[src/rtl/ram_writer_mc.sv]
// rtl/ram_writer_mc.sv - multi-channel throttled stream to DDR circular buffer writer
//
// Purpose:
//   CHANNELS sample streams each pass through a power-of-two decimator into a
//   one-entry holding register. A round-robin arbiter selects a full holding
//   register, and a single-beat AXI4 write master stores the sample into that
//   channel's circular buffer. A request/ack handshake snapshots every
//   channel's next write index while no write is in flight.
//
// Ports:
//   aclk, areset              clock, synchronous active-high reset
//   S_AXIS_t*                 packed per-channel sample streams
//   cfg_enable                run / accept new samples
//   cfg_request               level request for a position snapshot
//   cfg_log_length            log2 buffer length in words (clamped)
//   cfg_log_throttle          keep one of every 2^n accepted samples
//   cfg_base_addr             byte address of channel 0 buffer
//   status_ack                snapshot valid
//   status_position           per-channel next write index, LOG_LENGTH_MAX bits each
//   M_AXI_aw*/w*/b*           single-beat AXI4 write master
module ram_writer_mc #(
  parameter int CHANNELS       = 2,
  parameter int DATA_WIDTH     = 32,
  parameter int ADDR_WIDTH     = 32,
  parameter int LOG_LENGTH_MAX = 16
) (
  input  logic                               aclk,
  input  logic                               areset,
  input  logic [CHANNELS*DATA_WIDTH-1:0]     S_AXIS_tdata,
  input  logic [CHANNELS-1:0]                S_AXIS_tvalid,
  output logic [CHANNELS-1:0]                S_AXIS_tready,
  input  logic                               cfg_enable,
  input  logic                               cfg_request,
  input  logic [4:0]                         cfg_log_length,
  input  logic [4:0]                         cfg_log_throttle,
  input  logic [ADDR_WIDTH-1:0]              cfg_base_addr,
  output logic                               status_ack,
  output logic [CHANNELS*LOG_LENGTH_MAX-1:0] status_position,
  output logic [ADDR_WIDTH-1:0]              M_AXI_awaddr,
  output logic                               M_AXI_awvalid,
  input  logic                               M_AXI_awready,
  output logic [DATA_WIDTH-1:0]              M_AXI_wdata,
  output logic [DATA_WIDTH/8-1:0]            M_AXI_wstrb,
  output logic                               M_AXI_wvalid,
  input  logic                               M_AXI_wready,
  input  logic                               M_AXI_bvalid,
  output logic                               M_AXI_bready
);

  localparam int BSH = $clog2(DATA_WIDTH/8);
  localparam int CW  = (CHANNELS > 1) ? $clog2(CHANNELS) : 1;
  localparam int IW  = LOG_LENGTH_MAX;

  typedef enum logic [1:0] {S_IDLE, S_ADDR, S_RESP} state_t;

  state_t                        state_q, state_d;
  logic [CHANNELS-1:0]           hold_full_q;
  logic [DATA_WIDTH-1:0]         hold_data_q [CHANNELS];
  logic [31:0]                   thr_q       [CHANNELS];
  logic [IW-1:0]                 idx_q       [CHANNELS];
  logic [4:0]                    len_q;
  logic [CW-1:0]                 last_q, cur_q;
  logic [ADDR_WIDTH-1:0]         awaddr_q;
  logic [DATA_WIDTH-1:0]         wdata_q;
  logic                          aw_done_q, w_done_q;
  logic                          req_q, armed_q, ack_q;
  logic [CHANNELS*IW-1:0]        pos_q;

  logic [4:0]                    len_eff;
  logic [IW-1:0]                 len_mask;
  logic [31:0]                   thr_mask;
  logic                          len_chg;
  logic [CHANNELS-1:0]           s_fire;
  logic                          found;
  logic [CW-1:0]                 pick, cand;
  logic [IW-1:0]                 idx_pick;
  logic [ADDR_WIDTH-1:0]         chan_off, addr_pick;
  logic                          start, aw_fire, w_fire, done;

  assign len_eff  = (32'(cfg_log_length) > LOG_LENGTH_MAX) ? 5'(LOG_LENGTH_MAX) : cfg_log_length;
  assign len_mask = IW'((64'd1 << len_eff) - 64'd1);
  assign thr_mask = (32'd1 << cfg_log_throttle) - 32'd1;
  // A changed length invalidates every index; the write started in the same
  // IDLE cycle already uses the cleared index.
  assign len_chg  = (len_eff != len_q);

  assign S_AXIS_tready = {CHANNELS{cfg_enable}} & ~hold_full_q;
  assign s_fire        = S_AXIS_tvalid & S_AXIS_tready;

  // Round-robin: scan starting one past the last served channel.
  always_comb begin
    found = 1'b0;
    pick  = '0;
    cand  = '0;
    for (int k = 1; k <= CHANNELS; k++) begin
      cand = CW'((int'(last_q) + k) % CHANNELS);
      if (!found && hold_full_q[cand]) begin
        found = 1'b1;
        pick  = cand;
      end
    end
  end

  assign idx_pick  = len_chg ? '0 : idx_q[pick];
  assign chan_off  = ADDR_WIDTH'(pick) << len_eff;
  assign addr_pick = cfg_base_addr + ((chan_off + ADDR_WIDTH'(idx_pick)) << BSH);

  always_comb begin
    state_d = state_q;
    start   = 1'b0;
    aw_fire = 1'b0;
    w_fire  = 1'b0;
    done    = 1'b0;
    case (state_q)
      S_IDLE: begin
        if (cfg_enable && found) begin
          start   = 1'b1;
          state_d = S_ADDR;
        end
      end
      S_ADDR: begin
        aw_fire = ~aw_done_q & M_AXI_awready;
        w_fire  = ~w_done_q & M_AXI_wready;
        if ((aw_done_q || M_AXI_awready) && (w_done_q || M_AXI_wready)) begin
          state_d = S_RESP;
        end
      end
      S_RESP: begin
        if (M_AXI_bvalid) begin
          done    = 1'b1;
          state_d = S_IDLE;
        end
      end
      default: state_d = S_IDLE;
    endcase
  end

  always_ff @(posedge aclk) begin
    if (areset) begin
      state_q     <= S_IDLE;
      hold_full_q <= '0;
      len_q       <= '0;
      last_q      <= CW'(CHANNELS - 1);
      cur_q       <= '0;
      awaddr_q    <= '0;
      wdata_q     <= '0;
      aw_done_q   <= 1'b0;
      w_done_q    <= 1'b0;
      req_q       <= 1'b0;
      armed_q     <= 1'b0;
      ack_q       <= 1'b0;
      pos_q       <= '0;
      for (int c = 0; c < CHANNELS; c++) begin
        hold_data_q[c] <= '0;
        thr_q[c]       <= '0;
        idx_q[c]       <= '0;
      end
    end else begin
      state_q <= state_d;
      req_q   <= cfg_request;

      for (int c = 0; c < CHANNELS; c++) begin
        if (s_fire[c]) begin
          thr_q[c] <= (thr_q[c] + 32'd1) & thr_mask;
          if ((thr_q[c] & thr_mask) == 32'd0) begin
            hold_full_q[c] <= 1'b1;
            hold_data_q[c] <= S_AXIS_tdata[c*DATA_WIDTH +: DATA_WIDTH];
          end
        end
      end

      if (state_q == S_IDLE && len_chg) begin
        len_q <= len_eff;
        for (int c = 0; c < CHANNELS; c++) idx_q[c] <= '0;
      end

      if (start) begin
        cur_q     <= pick;
        awaddr_q  <= addr_pick;
        wdata_q   <= hold_data_q[pick];
        aw_done_q <= 1'b0;
        w_done_q  <= 1'b0;
      end
      if (aw_fire) aw_done_q <= 1'b1;
      if (w_fire)  w_done_q  <= 1'b1;

      if (done) begin
        hold_full_q[cur_q] <= 1'b0;
        idx_q[cur_q]       <= (idx_q[cur_q] + 1'b1) & len_mask;
        last_q             <= cur_q;
      end

      // Rising request edges are ignored while a snapshot is being acknowledged.
      if (cfg_request && !req_q && !ack_q) armed_q <= 1'b1;
      if (state_q == S_IDLE && armed_q) begin
        armed_q <= 1'b0;
        ack_q   <= 1'b1;
        for (int c = 0; c < CHANNELS; c++) pos_q[c*IW +: IW] <= idx_q[c];
      end else if (!cfg_request) begin
        ack_q <= 1'b0;
      end
    end
  end

  assign M_AXI_awaddr    = awaddr_q;
  assign M_AXI_awvalid   = (state_q == S_ADDR) & ~aw_done_q;
  assign M_AXI_wdata     = wdata_q;
  assign M_AXI_wvalid    = (state_q == S_ADDR) & ~w_done_q;
  assign M_AXI_wstrb     = '1;
  assign M_AXI_bready    = 1'b1;
  assign status_ack      = ack_q;
  assign status_position = pos_q;

endmodule

[config.mk]
export PLATFORM = sky130hd
export DESIGN_NAME = ram_writer_mc
export DESIGN_NICKNAME = d
export VERILOG_FILES = /design/src/rtl/ram_writer_mc.sv
export SDC_FILE = /design/constraint.sdc
export NUM_CORES = 1
export LEC_CHECK = 0
export BUFFER_PORTS_ARGS = -buffer_cell sky130_fd_sc_hd__buf_2
export CORE_MARGIN = 2
export CORE_UTILIZATION = 30
export DETAILED_ROUTE_END_ITERATION = 7
export SYNTH_ARGS = -nofsm -noshare
export SYNTH_HDL_FRONTEND = slang
export SYNTH_SLANG_ARGS = --single-unit
[constraint.sdc]
create_clock -name aclk -period 9 [get_ports aclk]
set_clock_uncertainty 0.05 [all_clocks]
set_input_delay 1.8 -clock aclk [delete_from_list [all_inputs] [get_ports aclk]]
set_output_delay 1.8 -clock aclk [all_outputs]
set_load 0.005 [all_outputs]
# ---- Yosys cells after proc, flatten, opt, wreduce, memory -nomap -nowiden
# Memories as Yosys holds them, arrays and structs flattened. A register that Yosys moved wholly into a read port is not among the register bits.
# Index checks and enable logic that the tools add are counted.
dict set report op_classes {
  multipliers 0
  n_div 0
  magnitude_cmp 5
  bitwise 22
  add_sub_neg 9
  n_mux 67
  n_reduce_logical 21
  eq_ne 7
  shift 3
}
# cell count
set ops {}
lappend ops {{32-bit AND} 4}
lappend ops {{32-bit two-way mux} 4}
lappend ops {{32-bit by 1-bit adder with 32-bit output (second input constant)} 2}
lappend ops {{32-bit zero test} 2}
lappend ops {{16-bit two-way mux} 4}
lappend ops {{1-bit two-way mux} 52}
lappend ops {{32-bit adder} 1}
lappend ops {{1-bit by 5-bit left shift with 32-bit output (first input constant)} 1}
lappend ops {{32-bit by 1-bit subtractor with 32-bit output (second input constant)} 1}
lappend ops {{30-bit by 16-bit adder with 30-bit output} 1}
lappend ops {{1-bit by 5-bit left shift with 30-bit output} 1}
lappend ops {{16-bit by 1-bit adder with 16-bit output (second input constant)} 1}
lappend ops {{16-bit AND} 1}
lappend ops {{16-bit OR reduction} 1}
lappend ops {{1-bit by 5-bit left shift with 16-bit output (first input constant)} 1}
lappend ops {{16-bit by 1-bit subtractor with 16-bit output (second input constant)} 1}
lappend ops {{1-bit logical AND} 8}
lappend ops {{2-bit two-way mux} 4}
lappend ops {{2-bit AND} 3}
lappend ops {{1-bit by 2-bit < comparator with 1-bit output (second input constant)} 3}
lappend ops {{2-bit != test (second input constant)} 3}
lappend ops {{1-bit OR} 6}
lappend ops {{2-bit one-hot mux with 3 select lines} 1}
lappend ops {{5-bit > comparator (second input constant)} 1}
lappend ops {{other kinds (17)} 27}
dict set report word_totals {
  out_inout_bits 106
  in_bits 115
  ff_bits 48
  word_cells 148
  latch_bits 0
  n_memories 3
  ram_bits 160
  rom_bits 0
}
# memory words word_bits read_ports rd_ports_with_merged_regs wr line
set memory_table {}
lappend memory_table {hold_data_q 2 32 1 1 2 58} ;# logic [DATA_WIDTH-1:0] hold_data_q [CHANNELS];
lappend memory_table {thr_q 2 32 2 0 2 59} ;# logic [31:0] thr_q [CHANNELS];
lappend memory_table {idx_q 2 16 4 3 2 60} ;# logic [IW-1:0] idx_q [CHANNELS];

# ---- Logic depth before layout (Yosys ltp)
# Gate-level depths: netlist (run 1).
dict set report depth {
  ltp_word 12
  mapped_depth 25
}

# ---- Worst setup path before layout (run 1)
# OpenSTA, ideal clock, no wires.
dict set report synth_timing {
  path_type {in2reg}
  startpoint {in cfg_log_length[2]}
  endpoint {reg awaddr_q[30] (netlist: M_AXI_awaddr[30])}
  path_buffers 1
  arrival_time_ns 6.568
  setup_slack_ns 2.264
  setup_time_ns 0.117
  required_ns 8.833
  cell_stages 24
  path_cell_list {clkbuf_1 > nor2b_1 > nand3b_1 > a21oi_1 > o22ai_1 > a21oi_1 > ha_1 > a21o_1 > a21oi_1 > nor2b_1 > o31a_1 > a22o_1 > o31ai_1 > o21ai_0 > a211oi_1 > ha_1 > o21a_1 > a2111oi_0 > o31a_1 > o31a_1 > o21ai_0 > a41oi_1 > mux2i_1 > nand2_1}
}
dict set report synth_via {
  elab_chain_len 6
  elab_cells_between_ends 7
}
# item line
set synth_rtl {}
lappend synth_rtl {{from (decl)} 34} ;# input logic [4:0] cfg_log_length,
lappend synth_rtl {{5-bit > comparator} 80} ;# assign len_eff = (32'(cfg_log_length) > LOG_LENGTH_MAX) ? 5'(LOG_LENGTH_MAX) : cfg_log_length;
lappend synth_rtl {{5-bit two-way mux *} 80}
lappend synth_rtl {{5-bit != test} 85} ;# assign len_chg = (len_eff != len_q);
lappend synth_rtl {{16-bit two-way mux} 104} ;# assign idx_pick = len_chg ? '0 : idx_q[pick];
lappend synth_rtl {{30-bit by 16-bit adder with 30-bit output *} 106} ;# assign addr_pick = cfg_base_addr + ((chan_off + ADDR_WIDTH'(idx_pick)) << BSH);
lappend synth_rtl {{32-bit adder *} 106}
lappend synth_rtl {{to (signal assigned)} 179} ;# awaddr_q <= addr_pick;
lappend synth_rtl {{to (decl)} 63} ;# logic [ADDR_WIDTH-1:0] awaddr_q;
# Every way passes the cells marked *; elsewhere a longest branch is shown, timed or not.
# A chain may end at the register's enable or synchronous reset.

# ---- Final worst setup path (run 1)
dict set report layout_timing {
  startpoint {in cfg_log_length[2]}
  endpoint {reg awaddr_q[28] (netlist: M_AXI_awaddr[28])}
}
# The elaborated chain is that of the path after synthesis.

==> results of run 1 <==
## final cells by class
| cell class | count | area [µm²] | share of cell area, % |
|---|---|---|---|
| Clock inverter | 16 | 258 | 1.42 |
| Tap cell | 672 | 841 | 4.62 |
| Multi-Input combinational cell | 1279 | 7790 | 42.8 |
| Timing Repair Buffer | 230 | 1190 | 6.55 |
| Inverter | 32 | 120 | 0.661 |
| Sequential cell | 271 | 7010 | 38.5 |
| Clock buffer | 48 | 975 | 5.36 |
## metrics by stage
step	area, µm²	hold slack [ns]
finish	18200	0.401
global route	18200	0.432
CTS	18200	0.403
detailed placement	16900	0.395
global placement	16900	0.393
floorplan	15300	0.386
## tightest hold or removal path, cell delays in order (launching register included)
cell,delay [ns]
dfxtp_1,0.30
nand2_1,0.05
a21oi_1,0.05
## power by group through the flow
stage | Sequential [W] | Combinational, W | Clock [W]
4_1_cts | 0.00139 | 0.000254 | 0.00152
3_3_place_gp | 0.00142 | 0.000251 | 0
2_1_floorplan | 0.00140 | 0.000171 | 0
5_1_grt | 0.00140 | 0.000283 | 0.00158
6_report | 0.00139 | 0.000256 | 0.00148
3_5_place_dp | 0.00142 | 0.000253 | 0
## worst max path at each step
stage	to	slack [ns]	cells after the start
after floorplan	M_AXI_awaddr[30]	2.26	24
after global placement	M_AXI_awaddr[30]	1.66	24
after detailed placement	M_AXI_awaddr[28]	1.42	24
after CTS	M_AXI_awaddr[28]	1.98	24
after global routing	M_AXI_awaddr[28]	1.41	24
final	M_AXI_awaddr[28]	1.84	24
## cell families after synthesis
logic type / after synthesis / synth area share, %
muxes: 16 / 1.08
adders and majority gates: 55 / 4.62
AOI/OAI and AO/OA: 362 / 16.3
xor gates and xnor gates: 105 / 6.04
buffers and inverters: 124 / 3.36
and+or+nand+nor: 722 / 22.5
other: 2 / 0.0494
DFF: 271 / 46.1
## cells in the mapped netlist (all sizes together) (4+ instances only)
cell,count
xnor2,50
or3,15
a211oi,9
a31oi,12
a2111oi,7
inv,32
or4,4
nor4,6
o21bai,7
ha,53
a311oi,34
nand3b,18
nand2,246
o21ai,51
and2,73
nor3b,5
a21o,20
o31ai,9
or2,4
nor3,51
nor2,175
a21oi,104
and4,6
clkbuf,77
a22o,34
nor2b,19
dfxtp,113
o2bb2ai,4
xor2,55
edfxtp,158
mux2i,13
o2111ai,4
o211ai,5
o21a,7
o22ai,9
o31a,4
nand2b,13
nand3,49
a211o,4
a22oi,13
buf,15
nand4,22
a32oi,4
and3,8
## layer usage
metal	wire, µm	share of wire (%)	up-vias
li1	-	-	6359
met1	20300	44	6254
met2	20800	45	466
met3	3800	8.2	79
met4	1060	2.3	6
met5	38	0.082	-
## registers in the layout, indices dropped and copies added, names as in the netlist, 2 cells and up, named ones only
name             count
M_AXI_awaddr        32
M_AXI_wdata         32
hold_data_q         64
hold_full_q          2
idx_q               32
len_q                5
state_q              2
status_position     32
thr_q               62
## cells in the final DEF (no fill, tap or decap), drive strengths merged, types with 6 or more instances in the layout
cell type,Yosys,layout
nand4,22,22
edfxtp,158,158
a21o,20,20
conb,2,19
ha,53,53
and2,73,73
clkbuf,77,48
nand3,49,49
a21oi,104,104
nor3,51,51
nand3b,18,18
nor4,6,6
o22ai,9,9
dfxtp,113,113
a2111oi,7,7
xor2,55,55
and4,6,6
nand2,246,246
a311oi,34,34
nand2b,13,13
xnor2,50,50
clkinv,0,9
or3,15,15
nor2,175,175
nor2b,19,19
a22o,34,34
o21ai,51,51
buf,15,230
and3,8,8
a211oi,9,9
mux2i,13,13
a22oi,13,13
a31oi,12,12
o21bai,7,7
o21a,7,7
inv,32,35
o31ai,9,9
==> results.yml, run 1 <==
floorplanning:
  die_h_um: 229
  ioPinCount: 221
  die_area_um2: 52500
  initial_core_util_pct: 30.4
  die_width_um: 229
  coreArea_um2: 50100
  rows: 82
clock_network:
  clock_sink_count: 271
  h-tree-depth: 2
  numCtsBuffers: 35
  post-cts-setup-buffers: 0
  worstSkewPairLatency_ns: 0.57
  cts_tree: "built"
  cts-root-buf: "clkbuf_16"
  cts_resized: 0
  clk_pin_slew_ns: 0.06
  cts_buffer_depth: 3
  cts_hold_buf: 0
worst_hold_path:
  min_from: "M_AXI_awaddr[19]"
  hold_end: "M_AXI_awaddr[19]"
  holdPathStages: 2
  worst_hold_path_type: "flop to flop"
global_route:
  grt_use_met1_pct: 22.7
  grt_pass1_vias: 13000
  grt.busiest_layer: "met2"
  grt-ovfl-total: 0
  grt_pass1_wl_um: 73200
  grt_util_met2_pct: 27.6
  use_met3_pct: 5.09
  antenna_found_initial: 6
  grt_max_degree: 98
  gr-usage-all-layers_pct: 17.3
yosys:
  ys.flop_type: "edfxtp_1"
  ys_warn_count: 0
  synth_edf_count: 158
  syn_area_um2: 15200
  async_reset_ff_share_pct: 0
  synth.largest_area_cell: "edfxtp_1"
  syn_inst: 1657
  synth.distinct_cells: 71
  synth_area_leaders: "edfxtp_1 (31%), dfxtp_1 (15%), nand2_1 (6.1%)"
  ys_seq_area_share_pct: 46.1
  ys_ff_latch: 271
  synth_top_area_share_pct: 31.2
  avgSynthCellArea_um2: 9.18
setup_path:
  r2r_end: "M_AXI_awaddr[28]"
  rr_worst_depth: 22
  crit_chain: "buf_2, nor2b_1, nand3b_1, a21oi_1, o22ai_1, a21oi_1, ha_1, a21o_1, a21oi_1, nor2b_1, o31a_1, a22o_1, o31ai_1, o21ai_0, a211oi_1, ha_1, o21a_1, a2111oi_0, o31a_1, o31a_1, o21ai_0, o41ai_1, nand4b_1, nand3_1"
  worstSetupEndpointType: "flop"
  crit_arrival_ns: 7.59
  required_ns: 9.43
  critPathMaxFanout: 19
  cp_top_family: "compound AO/OA/AOI/OAI gates"
  crit_buf_inv: 1
  cpMaxStageDelayCell: "a2111oi_0"
  cpPeakStageDelay_ns: 0.72
  r2r_setup_slack_ns: 2.87
  r2r_start: "hold_full_q[1]"
  criticalPathCategory: "primary input to flop"
  start_kind: "primary input"
  cp-startpoint: "cfg_log_length[2]"
drt:
  vias_per_cell: 5.17
  ant_nets: 0
  wl_per_cell_um: 18.1
  dr.first_iter.drc_count: 925
  dr.pass1.iters: 6
  vias: 13200
  drc: 0
  drt-total-wl_um: 46100
pwr:
  p_leak_nw: 7.08
  p_int_w: 0.00234
  pwr-share-seq_pct: 44.5
  power_w: 0.00313
  peakVddDrop_uv: 159
  p_switching_w: 0.000792
  switching_share_pct: 25.3
  powerDensity_nw_per_um2: 172
  clkPwrFrac_pct: 47.4
  pwr-share-comb_pct: 8.2
timing:
  tightest_slew_ns: 1.14
  period_minus_slack_ns: 7.16
  fin_crit_sh_pct: 79.5
  fmax_mhz: 140
  slew_violations: 0
  slew-limit-headroom_pct: 23.8
  rsz0062_at_grt: "false"
  hold_viol_final: 0
  setup_viol: 0
  tns_ns: 0
  finalWorstSetupSlack_ns: 1.84
placement:
  routabilityCongestion: 0.868
  pre_cts_slack_ns: 1.42
  hpwl_um: 33600
  dp_cells: 2484
  io_buffers: 215
finish:
  drive_gt1_share_pct: 16.2
  area_growth_pct: 19.5
  fin_util_pct: 36.3
  nFillCells: 5179
  antenna_cells: 0
  layout.nets: 2019
  final_cells: 2548
job:
  cap_viol_max_count: 0
run_status:
  status: "completed"
Note: power is estimated with default switching activity, not from simulation.
==> inputs of run 2 (changes only) <==
clock period = 5.8 ns   (was 9 ns; I/O delays follow)
==> run 2 against run 1 <==
Final cell count rose by 3.3%. Total power rose by 55%. Clock power rose by 52%. Largest power group unchanged. Highest routed layer unchanged.
==> results.yml, run 2 (synthesis gave the netlist of run 1 again) <==
run_status:
  status: "completed"
setup_path:
  cpPeakStageDelay_ns: 0.40
  cpMostUsedCell: "o31a_1"
  rr_worst_depth: 22
  r2r_end: "M_AXI_awaddr[30]"
  worstSetupEndpointType: "flop"
  crit_chain: "buf_2, xor2_1, nor4_1, o22ai_2, buf_4, a21oi_1, ha_1, a21oi_2, nor2b_1, o31a_1, a22o_1, buf_4, o311ai_0, a211oi_2, ha_1, o21a_1, a2111oi_4, o31a_1, o31a_1, o21ai_1, a41oi_1, mux2i_1, nand2_1"
  r2r_setup_slack_ns: 0.33
  cp_top_family: "compound AO/OA/AOI/OAI gates"
  crit_arrival_ns: 5.94
  cpMaxStageDelayCell: "a2111oi_4"
  required_ns: 6.19
  criticalPathCategory: "primary input to flop"
  crit_buf_inv: 3
  start_kind: "primary input"
  critPathMaxFanout: 5
  r2r_start: "hold_full_q[1]"
global_route:
  grt-ovfl-total: 0
  grt.busiest_layer: "met2"
  antenna_found_initial: 3
  use_met3_pct: 5.49
  grt_pass1_vias: 13100
  grt_util_met2_pct: 26.4
  grt_max_degree: 80
  grt_pass1_wl_um: 73200
  gr-usage-all-layers_pct: 17.3
  grt_use_met1_pct: 23.0
floorplanning:
  die_width_um: 229
  ioPinCount: 221
  initial_core_util_pct: 30.4
  coreArea_um2: 50100
  die_h_um: 229
  die_area_um2: 52500
  rows: 82
worst_hold_path:
  hold_end: "M_AXI_awaddr[14]"
  worst_hold_path_type: "flop to flop"
  holdPathStages: 2
  min_from: "M_AXI_awaddr[14]"
finish:
  drive_gt1_share_pct: 20.4
  nFillCells: 5158
  fin_util_pct: 37.7
  largestRegisters: "hold_data_q (64), thr_q (62)"
  final_cell_mix: "nand2_1 (245), buf_2 (214), nor2_1 (174)"
  regMostFlops: "hold_data_q"
  final_cells: 2632
  largest_reg_flops: 64
  final_common_cell: "nand2_1"
  final_area_um2: 18900
  area_growth_pct: 24.2
  layout.nets: 2103
timing:
  hold_viol_final: 0
  finalWorstSetupSlack_ns: 0.243
  slew-limit-headroom_pct: 20.8
  period_minus_slack_ns: 5.56
  slew_violations: 0
  setup_viol: 0
  fin_crit_sh_pct: 95.8
  tns_ns: 0
  tightest_slew_ns: 1.19
  fmax_mhz: 180
drt:
  vias_per_cell: 5.07
  drt-total-wl_um: 46400
  dr.first_iter.drc_count: 772
  dr.pass1.iters: 5
  wl_per_cell_um: 17.6
  ant_nets: 0
  vias: 13300
  drc: 0
clock_network:
  cts_resized: 0
  clock_sink_count: 271
  cts_hold_buf: 0
  numCtsBuffers: 34
  cts_tree: "built"
  post-cts-setup-buffers: 0
  worstSkewPairLatency_ns: 0.55
  clk_pin_slew_ns: 0.06
  h-tree-depth: 2
  cts-root-buf: "clkbuf_16"
  cts_buffer_depth: 3
pwr:
  peakVddDrop_uv: 205
  p_leak_nw: 7.50
  powerDensity_nw_per_um2: 256
placement:
  dp_cells: 2569
  io_buffers: 215
  routabilityCongestion: 0.907
  pre_cts_slack_ns: -0.478
  place_area_um2: 17600
  hpwl_um: 34000
job:
  cap_viol_max_count: 0
[run 2: power breakdown]
group / internal, W / switching [W]
Sequential: 0.00210 / 0.0000616
Combinational: 0.000172 / 0.000257
Clock: 0.00139 / 0.000859
[run 2: cell type report]
| class | instances | area [µm²] | share of cell area [%] |
|---|---|---|---|
| Antenna cell | 2 | 5.00 | 0.0265 |
| Clock buffer | 44 | 918 | 4.86 |
| Clock inverter | 17 | 258 | 1.36 |
| Inverter | 32 | 120 | 0.636 |
| Multi-Input combinational cell | 1279 | 7890 | 41.7 |
| Sequential cell | 271 | 7010 | 37.1 |
| Tap cell | 672 | 841 | 4.45 |
| Timing Repair Buffer | 315 | 1870 | 9.88 |
[run 2: metrics by stage]
step,hold WS [ns],total power [W]
floorplan,0.386,0.00244
global placement,0.392,0.00261
detailed placement,0.394,0.00262
CTS,0.402,0.00490
global route,0.425,0.00503
finish,0.399,0.00484
[run 2: worst min-delay path, cell delays in order, from the launching register on]
cell	delay, ns
dfxtp_1	0.30
nand2_1	0.05
a21oi_1	0.05
[run 2: metal layers]
metal  vias up  routed length (µm)
li1       6521                   -
met1      6293               21000
met2       435               20000
met3        83                4020
met4         4                1350
met5         -                  24
[run 2: how the worst max path moves through the flow]
stage	startpoint	endpoint	slack, ns	cells after the start
after floorplan	cfg_log_length[2]	M_AXI_awaddr[28]	0.002	25
after global placement	cfg_log_length[2]	M_AXI_awaddr[31]	-0.29	27
after detailed placement	cfg_log_length[3]	M_AXI_awaddr[28]	-0.48	23
after CTS	cfg_log_length[3]	M_AXI_awaddr[30]	0.08	23
after global routing	cfg_log_length[2]	M_AXI_awaddr[30]	-0.05	24
final	cfg_log_length[3]	M_AXI_awaddr[30]	0.24	23
==> inputs of run 3 (changes only) <==
PLACE_DENSITY = 0.46   (was unset)
==> run 3 against run 2 <==
Die area did not move. Critical path depth rose by 1. Final cell count rose by 0.23%. Flip-flop and latch count did not move. Clock power barely moved. Critical path type unchanged. Critical endpoint is now M_AXI_awaddr[28]. Highest routed layer unchanged.
==> results.yml, run 3 (synthesis gave the netlist of run 1 again) <==
drt:
  dr.pass1.iters: 8
  wl_per_cell_um: 18.3
  ant_nets: 0
  dr.first_iter.drc_count: 880
  vias_per_cell: 4.98
  drc: 0
  vias: 13100
  drt-total-wl_um: 48200
finish:
  drive_gt1_share_pct: 20.7
  area_growth_pct: 24.4
  final_cell_mix: "nand2_1 (244), buf_2 (214), nor2_1 (175)"
  layout.nets: 2109
  final_area_um2: 18900
  final_common_cell: "nand2_1"
  fin_util_pct: 37.8
  largestRegisters: "hold_data_q (64), thr_q (62)"
  largest_reg_flops: 64
  nFillCells: 5237
  regMostFlops: "hold_data_q"
floorplanning:
  die_area_um2: 52500
  coreArea_um2: 50100
  die_h_um: 229
  ioPinCount: 221
  die_width_um: 229
  initial_core_util_pct: 30.4
  rows: 82
timing:
  rsz0062_at_grt: "false"
  slew-limit-headroom_pct: 17.8
  setup_viol: 0
  tightest_slew_ns: 1.23
  hold_viol_final: 0
  fin_crit_sh_pct: 93.7
  slew_violations: 0
  period_minus_slack_ns: 5.43
  fmax_mhz: 184
placement:
  io_buffers: 215
  place_area_um2: 17700
  routabilityCongestion: 0.867
  hpwl_um: 34600
clock_network:
  clk_pin_slew_ns: 0.05
  cts_hold_buf: 0
  worstSkewPairLatency_ns: 0.56
  cts_buffer_depth: 3
  h-tree-depth: 2
  cts-root-buf: "clkbuf_16"
  numCtsBuffers: 35
  clock_sink_count: 271
  cts_tree: "built"
setup_path:
  cpMaxStageDelayCell: "a2111oi_4"
  cp_top_family: "compound AO/OA/AOI/OAI gates"
  crit_arrival_ns: 5.80
  criticalPathCategory: "primary input to flop"
  start_kind: "primary input"
  crit_chain: "buf_2, nor2b_1, nand3b_1, a21oi_1, o22ai_2, buf_4, a21oi_1, ha_1, a21oi_2, nor2b_1, o31a_1, a22o_1, o31ai_2, buf_4, xnor2_1, ha_1, a211o_1, a2111oi_4, o31a_1, o31a_1, o21ai_2, o41ai_2, or4_1, nand3_1"
  cpPeakStageDelay_ns: 0.33
  critPathMaxFanout: 5
  worstSetupEndpointType: "flop"
  r2r_setup_slack_ns: 0.80
  required_ns: 6.17
  crit_buf_inv: 3
  cpMostUsedCell: "o31a_1"
global_route:
  grt_pass1_wl_um: 75400
  grt_pass1_vias: 13000
  grt-ovfl-total: 0
  antenna_found_initial: 5
  grt_max_degree: 70
  gr-usage-all-layers_pct: 18.0
pwr:
  peakVddDrop_uv: 172
  powerDensity_nw_per_um2: 255
  p_leak_nw: 7.53
worst_hold_path:
  worst_hold_path_type: "flop to flop"
job:
  cap_viol_max_count: 0
run_status:
  status: "completed"
-- run 3: changes by cell type in the layout (fill, tap and decap cells not counted), sizes merged --
cell      delta
clkinvlp     -1
clkinv       +2
inv          -2
clkbuf       +6
diode        -1
bufinv       -3
buf          +5
-- run 3: report_power, final --
part / internal (W) / total (W) / switching (W)
registers: 0.00210 / 0.00216 / 0.0000660
logic: 0.000171 / 0.000431 / 0.000260
clock network: 0.00133 / 0.00223 / 0.000898
total: 0.00360 / 0.00483 / 0.00122
-- run 3: per-stage QoR --
step / std cells / setup WS, ns / power [W] / hold WS, ns / setup TNS (ns)
floorplan: 1674 / 0.00233 / 0.00244 / 0.386 / 0
global placement: 2573 / -0.327 / 0.00262 / 0.391 / -2.17
detailed placement: 2573 / -0.453 / 0.00263 / 0.396 / -3.14
CTS: 2636 / 0.0656 / 0.00489 / 0.407 / 0
global route: 2637 / 0.0203 / 0.00502 / 0.425 / 0
finish: 2638 / 0.367 / 0.00483 / 0.400 / 0
-- run 3: worst register-to-register path: cells and delay by family, from the launching register on --
| family | cells | cell delay (ns) |
|---|---|---|
| AO/OA/AOI/OAI | 13 | 2.89 |
| adder cells (fa/ha/maj) | 2 | 0.57 |
| flip-flops | 1 | 0.39 |
| AND/OR/NAND/NOR | 4 | 0.39 |
| buffers and inverters | 2 | 0.34 |
| XOR/XNOR | 2 | 0.26 |
-- run 3: cell type report --
| type | count | area, µm² | area share, % |
|---|---|---|---|
| diodes | 1 | 2.50 | 0.0132 |
| clock buffers | 50 | 992 | 5.24 |
| clock inverters | 13 | 178 | 0.938 |
| inverters | 32 | 120 | 0.634 |
| multi-input cells | 1279 | 7890 | 41.7 |
| flip-flops and latches | 271 | 7010 | 37.0 |
| well taps | 672 | 841 | 4.44 |
| repair buffers | 320 | 1900 | 10.1 |
-- run 3: final timing paths --
kind / startpoint / to / cells after the start
worst max-delay path: cfg_log_length[2] / M_AXI_awaddr[28] / 24
worst min-delay path: M_AXI_awaddr[12] / M_AXI_awaddr[12] / 2
worst max register to register: len_q[2] / M_AXI_awaddr[28] / 23
worst min register to register: M_AXI_awaddr[12] / M_AXI_awaddr[12] / 2
-- run 3: per-layer routing --
| metal | global-route usage (%) | vias up | share of wire (%) |
|---|---|---|---|
| li1 | - | 6527 | - |
| met1 | 25.2 | 6191 | 48 |
| met2 | 26.8 | 338 | 42 |
| met3 | 4.82 | 81 | 6.9 |
| met4 | 6.15 | 8 | 3.0 |
| met5 | 0 | - | 0.11 |
-- run 3: timing repair --
item	4_1_cts	5_1_grt
resized for setup	0	18
buffers inserted	0	1
setup endpoints to repair	0	9
hold endpoints to repair	0	0
